[src/rtl/run_sequencer.sv]
// run_sequencer
//   Initiator for the LED counter's go/done handshake. A debounced press of
//   start_btn launches RUNS back-to-back counter runs. For each run the block
//   pulls go_n low, waits for the counter to start (cnt_led != 0), waits for
//   the rising edge of cnt_done, then waits for cnt_done to drop. Every phase
//   is guarded by a watchdog. A watchdog expiry parks the block in an error
//   state until the next press.
//
// Ports
//   clk          system clock (6 MHz), the only clock
//   rst_btn      synchronous reset, active-low
//   start_btn    active-low push-button, asynchronous to clk
//   cnt_led      counter LED value, from the counter's divided clock
//   cnt_done     counter done flag, active-high, from the divided clock
//   go_n         registered active-low go request to the counter
//   busy         high while arming, running or waiting for done to drop
//   run_count    runs completed since the last launch
//   all_done     one-cycle pulse once RUNS runs have completed
//   timeout_err  sticky watchdog error flag, cleared by the next press
module run_sequencer #(
  parameter logic [7:0]  RUNS            = 8'd3,
  parameter logic [27:0] TIMEOUT_CYCLES  = 28'd60_000_000,
  parameter logic [15:0] DEBOUNCE_CYCLES = 16'd30_000
) (
  input  logic       clk,
  input  logic       rst_btn,
  input  logic       start_btn,
  input  logic [3:0] cnt_led,
  input  logic       cnt_done,
  output logic       go_n,
  output logic       busy,
  output logic [7:0] run_count,
  output logic       all_done,
  output logic       timeout_err
);

  typedef enum logic [2:0] {
    ST_IDLE   = 3'd0,
    ST_ARM    = 3'd1,
    ST_RUN    = 3'd2,
    ST_GAP    = 3'd3,
    ST_FINISH = 3'd4,
    ST_ERR    = 3'd5
  } state_t;

  state_t state_reg, state_next;

  // Two-flop synchronizers for every asynchronous input.
  logic [1:0] start_sync_reg;
  logic [3:0] led_s1_reg, led_s2_reg;
  logic       done_s1_reg, done_s2_reg, done_prev_reg;

  // Debounce.
  logic [15:0] db_cnt_reg;
  logic        start_lvl_reg, start_lvl_d_reg, start_pulse_reg;

  // Watchdog, run counter and registered outputs.
  logic [27:0] wd_cnt_reg;
  logic [7:0]  run_count_reg;
  logic        go_n_reg, busy_reg, all_done_reg, timeout_err_reg;

  logic done_rise, in_watch, next_watch, wd_hit;

  assign done_rise  = done_s2_reg & ~done_prev_reg;
  assign in_watch   = (state_reg == ST_ARM) || (state_reg == ST_RUN) || (state_reg == ST_GAP);
  assign next_watch = (state_next == ST_ARM) || (state_next == ST_RUN) || (state_next == ST_GAP);
  assign wd_hit     = (wd_cnt_reg == TIMEOUT_CYCLES - 28'd1);

  // The start synchronizer resets to the released level (1) so that leaving
  // reset never looks like a press edge to the debouncer.
  always_ff @(posedge clk) begin
    if (!rst_btn) begin
      start_sync_reg <= 2'b11;
      led_s1_reg     <= 4'd0;
      led_s2_reg     <= 4'd0;
      done_s1_reg    <= 1'b0;
      done_s2_reg    <= 1'b0;
      done_prev_reg  <= 1'b0;
    end else begin
      start_sync_reg <= {start_sync_reg[0], start_btn};
      led_s1_reg     <= cnt_led;
      led_s2_reg     <= led_s1_reg;
      done_s1_reg    <= cnt_done;
      done_s2_reg    <= done_s1_reg;
      done_prev_reg  <= done_s2_reg;
    end
  end

  // The counter only advances while the synchronized level differs from the
  // accepted one; any return to the accepted level restarts it. The press
  // pulse is taken from the accepted level, one cycle after acceptance.
  always_ff @(posedge clk) begin
    if (!rst_btn) begin
      db_cnt_reg      <= 16'd0;
      start_lvl_reg   <= 1'b1;
      start_lvl_d_reg <= 1'b1;
      start_pulse_reg <= 1'b0;
    end else begin
      if (start_sync_reg[1] != start_lvl_reg) begin
        if (db_cnt_reg == DEBOUNCE_CYCLES - 16'd1) begin
          start_lvl_reg <= start_sync_reg[1];
          db_cnt_reg    <= 16'd0;
        end else begin
          db_cnt_reg <= db_cnt_reg + 16'd1;
        end
      end else begin
        db_cnt_reg <= 16'd0;
      end
      start_lvl_d_reg <= start_lvl_reg;
      start_pulse_reg <= start_lvl_d_reg & ~start_lvl_reg;
    end
  end

  always_ff @(posedge clk) begin
    if (!rst_btn) begin
      state_reg <= ST_IDLE;
    end else begin
      state_reg <= state_next;
    end
  end

  always_comb begin
    state_next = state_reg;
    case (state_reg)
      ST_IDLE:   if (start_pulse_reg) state_next = ST_ARM;
      ST_ARM:    if (led_s2_reg != 4'd0) state_next = ST_RUN;
      ST_RUN:    if (done_rise) state_next = ST_GAP;
      ST_GAP: begin
        if (!done_s2_reg) begin
          state_next = (run_count_reg == RUNS) ? ST_FINISH : ST_ARM;
        end
      end
      ST_FINISH: state_next = ST_IDLE;
      ST_ERR:    if (start_pulse_reg) state_next = ST_ARM;
      default:   state_next = ST_IDLE;
    endcase
    // Watchdog expiry wins over any handshake progress in the same cycle.
    if (in_watch && wd_hit) begin
      state_next = ST_ERR;
    end
  end

  // Watchdog restarts on every state change, so each phase gets a full budget.
  always_ff @(posedge clk) begin
    if (!rst_btn) begin
      wd_cnt_reg <= 28'd0;
    end else if ((state_next != state_reg) || !in_watch) begin
      wd_cnt_reg <= 28'd0;
    end else begin
      wd_cnt_reg <= wd_cnt_reg + 28'd1;
    end
  end

  // Outputs are registered from the next state so they line up with the
  // state register.
  always_ff @(posedge clk) begin
    if (!rst_btn) begin
      run_count_reg   <= 8'd0;
      go_n_reg        <= 1'b1;
      busy_reg        <= 1'b0;
      all_done_reg    <= 1'b0;
      timeout_err_reg <= 1'b0;
    end else begin
      if ((state_reg == ST_RUN) && (state_next == ST_GAP)) begin
        run_count_reg <= run_count_reg + 8'd1;
      end else if ((state_next == ST_ARM) &&
                   ((state_reg == ST_IDLE) || (state_reg == ST_ERR))) begin
        run_count_reg <= 8'd0;
      end
      go_n_reg        <= (state_next != ST_ARM);
      busy_reg        <= next_watch;
      all_done_reg    <= (state_next == ST_FINISH);
      timeout_err_reg <= (state_next == ST_ERR);
    end
  end

  assign go_n        = go_n_reg;
  assign busy        = busy_reg;
  assign run_count   = run_count_reg;
  assign all_done    = all_done_reg;
  assign timeout_err = timeout_err_reg;

endmodule

[config.mk]
export PLATFORM = sky130hd
export DESIGN_NAME = run_sequencer
export DESIGN_NICKNAME = d
export VERILOG_FILES = /design/src/rtl/run_sequencer.sv
export SDC_FILE = /design/constraint.sdc
export NUM_CORES = 1
export LEC_CHECK = 0
export ABC_AREA = 1
export CORE_MARGIN = 5
export CORE_UTILIZATION = 36
export CTS_BUF_LIST = sky130_fd_sc_hd__clkbuf_16
export DETAILED_ROUTE_END_ITERATION = 8
export PLACE_DENSITY = 0.59
export SYNTH_ARGS = -nofsm -noshare
export SYNTH_HDL_FRONTEND = slang
export SYNTH_SLANG_ARGS = --single-unit
[constraint.sdc]
create_clock -name clk -period 5 [get_ports clk]
set_input_delay 0.75 -clock clk [delete_from_list [all_inputs] [get_ports clk]]
set_output_delay 0.75 -clock clk [all_outputs]
set_load 0.1 [all_outputs]
**Word-level counts from Yosys, hierarchy flattened**

Cells that the tools add are included.

- Add/subtract/negate cells: 3
- Multiplexer cells: 9
- Reductions and logical operators: 17
- Eq/ne operators: 15
- Bitwise gates (word level): 6

Operators by type and width:

| cell | count |
|---|---|
| $add A28 B1 Y28 const B | 1 |
| $eq A28 B26 Y1 const B | 1 |
| $mux W3 | 6 |
| $add A16 B1 Y16 const B | 1 |
| $eq A16 B15 Y1 const B | 1 |
| $mux W8 | 2 |
| $eq A3 B2 Y1 const B | 4 |
| $pmux W3 S4 | 1 |
| $eq A3 B3 Y1 const B | 3 |
| $add A8 B1 Y8 const B | 1 |
| $eq A8 B2 Y1 const B | 1 |
| $eq A3 B1 Y1 const B | 2 |
| $logic_or A1 B1 Y1 | 6 |
| $not A1 Y1 | 4 |
| $reduce_bool A4 Y1 | 1 |
| $reduce_or A2 Y1 | 2 |
| $logic_and A1 B1 Y1 | 3 |
| $logic_not A3 Y1 | 1 |
| $ne A3 B1 Y1 const B | 1 |
| $ne A3 B3 Y1 | 1 |
| $reduce_or A3 Y1 | 1 |
| $and A1 B1 Y1 | 2 |
| $reduce_and A2 Y1 | 1 |
| $reduce_bool A2 Y1 | 1 |
| other kinds (2) | 2 |

- Output and inout port bits: 12
- Bits in registers: 75
- Logic and storage cells: 67
- Input bits: 8

**Longest topological paths before layout**

- Depth in word-level cells: 9
- Gate-level depth with buffers: 11
- Gate-level depth less buffers: 11

**Worst setup path before layout**

OpenSTA, ideal clock, no wires.

- Kind: flip-flop to flip-flop
- Start point: reg run_count_reg[1], in the netlist run_count[1]
- End point: reg wd_cnt_reg[18]
- Buffers on the path: 1
- Required time: 4,928 ps
- Setup time: 72 ps
- Data arrival time: 2,202 ps
- Cell stages (with the launch flop): 11
- Period minus slack after synthesis: 2,274 ps
- Setup slack: 2,726 ps
- Cell sequence: dfxtp_1 ha_1 nand3_1 nor2_1 nor2_1 nor2_4 nand2_2 nand2_2 nand3_4 buf_6 nor3b_2

- Cells in the longest elaborated chain, start to end: 8

Ends and longest elaborated chain:

| item | RTL line | text |
|---|---|---|
| start: declaration | 59 | `logic [7:0] run_count_reg;` |
| start signal: assignment | 165 | `run_count_reg <= run_count_reg + 8'd1;` |
| $eq A8 B2 Y1 | 130 | `state_next = (run_count_reg == RUNS) ? ST_FINISH : ST_ARM;` |
| $mux W3 | 130 |  |
| $mux W3 | 129 | `if (!done_s2_reg) begin` |
| $pmux W3 S4 | 124 | `case (state_reg)` |
| $mux W3 | 138 | `if (in_watch && wd_hit) begin` |
| $ne A3 B3 Y1 | 147 | `end else if ((state_next != state_reg) \|\| !in_watch) begin` |
| $logic_or A1 B1 Y1 | 147 |  |
| $reduce_or A2 Y1 (no line) | n/a |  |
| end signal: assignment | 150 | `wd_cnt_reg <= wd_cnt_reg + 28'd1;` |
| end: declaration | 58 | `logic [27:0] wd_cnt_reg;` |

No other way between the ends.
A chain may end at the register's enable or synchronous reset.

**Worst setup path in the final report**

- Start point: reg run_count_reg[3], in the netlist run_count[3]
- End point: out run_count[3]

RTL lines:

| item | RTL line | text |
|---|---|---|
| end: declaration | 32 | `output logic [7:0] run_count,` |

No word-level cell between the ends.

==> reports/metrics.yaml <==
areaGrowthSynthToFinish_pct: 16.68
end_kind: "output pin"
post_drt_wl_per_cell_um: 11.06
ys.flop_type: "dfxtp_1"
synthSimpleGateAreaFrac_pct: 37.34
start_util_pct: 36.78
slew_violations: 0
clock-skew-final_ns: 0.008714
max_freq_mhz: 369.1
worst_ep_arrival_time_ns: 1.96
drtIter0Drc: 106
p_comb_share_pct: 1.5
drive_above_1_share_pct: 13.25
synth_mux_area_share_pct: 0
synth_cell_types: 33
crit_path_top_delay_cell: "clkdlybuf4s50_1"
die_x_um: 109.7
status: "finished, final reports clean"
synth_compound_area_share_pct: 4.021
cts_setup_buffers: 0
crit_chain: "clkdlybuf4s50_1"
critPathLaunchType: "register"
grt_usage_pct: 12.58
grt_pass1_vias: 2695
period_needed_ns: 2.710
drt_first_pass_iters: 4
cts_root_buf: "clkbuf_16"
ys_ff_latch: 75
clock-sinks: 75
rsz0062_at_grt: "false"
min_from: "led_s1_reg[0]$_SDFF_PN0_"
syn_area_mm2: 0.003578
finalCritPeriodShare_pct: 54.19
wl_um: 6816
max_stage_delay_ns: 1.18
worstRegToRegCells: 10
dr_total_vias: 2831
routabilityCongestion: 0.8286
yosysMostFrequentCell: "dfxtp_1"
largest_reg_flops: 28
crit_buf_inv: 1
synth_top_area_cell: "dfxtp_1"
swShare_pct: 20.47
cts_max_level: 3
p_int_w: 0.0009941
syn-instance-count: 456
clkPwrFrac_pct: 50.2
netlist_top_cells_count: "75 x dfxtp_1, 66 x nand2_1, 59 x nor2_1, 58 x inv_1, 37 x nand3_1"
ant_nets: 0
clk_latency_ns: 0.33
die_h_um: 109.7
synth_fa_ha_area_share_pct: 1.049
antennaDiodeCount: 0
power.switching_w: 0.0002559
tns_ns: 0
power_frac_seq_pct: 48.3
synth_top_cell_area_share_pct: 41.96
cts_tree: "done"
vdd_drop_max_v: 0.0001585
grt_pass1_wl_um: 12080
antenna_found_initial: 0
yosysWarningCount: 0
hp-class: "register to register"
rows: 36
p_per_area_mw_per_mm2: 299.4
holdPathEnd: "led_s2_reg[0]$_SDFF_PN0_"
clk_pin_slew_ns: 0.06
crit_family: "buffers and inverters"
reg2reg_from: "wd_cnt_reg[3]$_SDFF_PP0_"
syn_area_per_cell_um2: 7.847
async_flop_share_pct: 0
synth_edf_count: 0
regToRegEndpoint: "wd_cnt_reg[23]$_SDFF_PP0_"
grt_max_degree: 25
cts_hold_buf: 0
critPathKind: "register to output pin"
worstPathRequired_ns: 4.25
nFillCells: 997
num_io_pins: 20
grt.overflow.total: 0
viasPerCell: 4.596
ff2ff_setup_slack_ns: 2.78
synth_top_family_by_area: "simple AND/OR/NAND/NOR gates"
numCtsBuffers: 9
fp.coreArea_mm2: 0.009729
ys_seq_area_share_pct: 41.96
clockBufferDepth: 2
hold_violations: 0
max-slew-margin-rel_pct: 35.20
drc: 0
crit_fanout: 7
worst_pin_slew_ns: 0.9690
setup_viol: 0
fin_nets: 489
finalHoldWorstSlack_ns: 0.4066
holdPathStages: 2
synth_area_leaders: "dfxtp_1 42%, nand2_1 6.9%, nor2_1 6.2%, inv_1 6.1%, nand3_1 5.2%"
maxCapViolCount: 0
hpwl_um: 4844
place.port_buffers: 19
p_leak_nw: 1.522
syn-num-nets: 467
yosys.area_share.xor_xnor_pct: 7.832
cts-resized-gates: 0
die-area_mm2: 0.01203
==> routing by layer <==
metal / global-route usage, % / part of all wire (%)
met4: 5.432 / 1.4
met2: 19.62 / 45
met3: 3.347 / 3.9
met5: 0 / 0
met1: 16.35 / 50
==> cell type report <==
type / instances / area (µm²) / area share [%]
flip-flops and latches: 75 / 1501 / 35.96
repair buffers: 19 / 190.2 / 4.555
inverters: 60 / 225.2 / 5.394
clock buffers: 9 / 225.2 / 5.394
well taps: 133 / 166.4 / 3.986
multi-input cells: 313 / 1798 / 43.06
clock inverters: 7 / 68.82 / 1.648
==> per-stage QoR <==
stage	total power, W	cell area (µm²)	utilization [%]	worst slack, ns	cells
2_1_floorplan	0.0006268	3578	-	2.726	456
3_5_place_dp	0.0006357	3881	39.89	1.958	600
5_1_grt	0.001292	4175	42.91	2.134	616
3_3_place_gp	0.0006353	3881	39.89	2.044	600
4_1_cts	0.001265	4175	42.91	2.282	616
6_report	0.001250	4175	42.91	2.290	616
==> worst max path at each step <==
| stage | start | end | slack [ns] | cells after the start |
|---|---|---|---|---|
| 4_1_cts | run_count[3]$_SDFFE_PN0P_ | run_count[3] | 2.28 | 1 |
| 5_1_grt | rst_btn | wd_cnt_reg[23]$_SDFF_PP0_ | 2.13 | 6 |
| 2_1_floorplan | run_count[1]$_SDFFE_PN0P_ | wd_cnt_reg[18]$_SDFF_PP0_ | 2.73 | 10 |
| 3_3_place_gp | rst_btn | wd_cnt_reg[10]$_SDFF_PP0_ | 2.04 | 6 |
| 3_5_place_dp | rst_btn | wd_cnt_reg[23]$_SDFF_PP0_ | 1.96 | 6 |
| 6_report | run_count[3]$_SDFFE_PN0P_ | run_count[3] | 2.29 | 1 |
==> layout by cell type, fill, tap and decap left out, drive strengths merged <==
cell / Yosys / layout
nor3b: 10 / 10
or3: 1 / 1
inv: 60 / 60
nand3: 41 / 41
dfxtp: 75 / 75
clkinvlp: 0 / 3
xor2: 19 / 19
a21oi: 16 / 16
clkdlybuf4s50: 0 / 19
nor2: 67 / 67
ha: 3 / 3
or2: 7 / 7
nand3b: 2 / 2
bufinv: 0 / 1
xnor2: 13 / 13
nand4: 13 / 13
nor4: 5 / 5
clkinv: 0 / 3
nor3: 26 / 26
nand2: 73 / 73
o21ai: 12 / 12
and2: 5 / 5
clkbuf: 3 / 9
==> kinds of logic (layout without fill, tap and decap cells) <==
family,Yosys count,after routing
simple gates,250,250
fa+ha+maj,3,3
flops,75,75
compound gates,28,28
buf+inv,68,95
xor+xnor,32,32
==> power by group through the flow <==
stage	combinational [W]	clock, W	sequential [W]
3_5_place_dp	0.0000184	0	0.000617
6_report	0.0000181	0.000628	0.000604
4_1_cts	0.0000184	0.000643	0.000604
5_1_grt	0.0000207	0.000668	0.000604
3_3_place_gp	0.0000181	0	0.000617
2_1_floorplan	0.00000992	0	0.000617
Power figures use the tool's default switching activity.
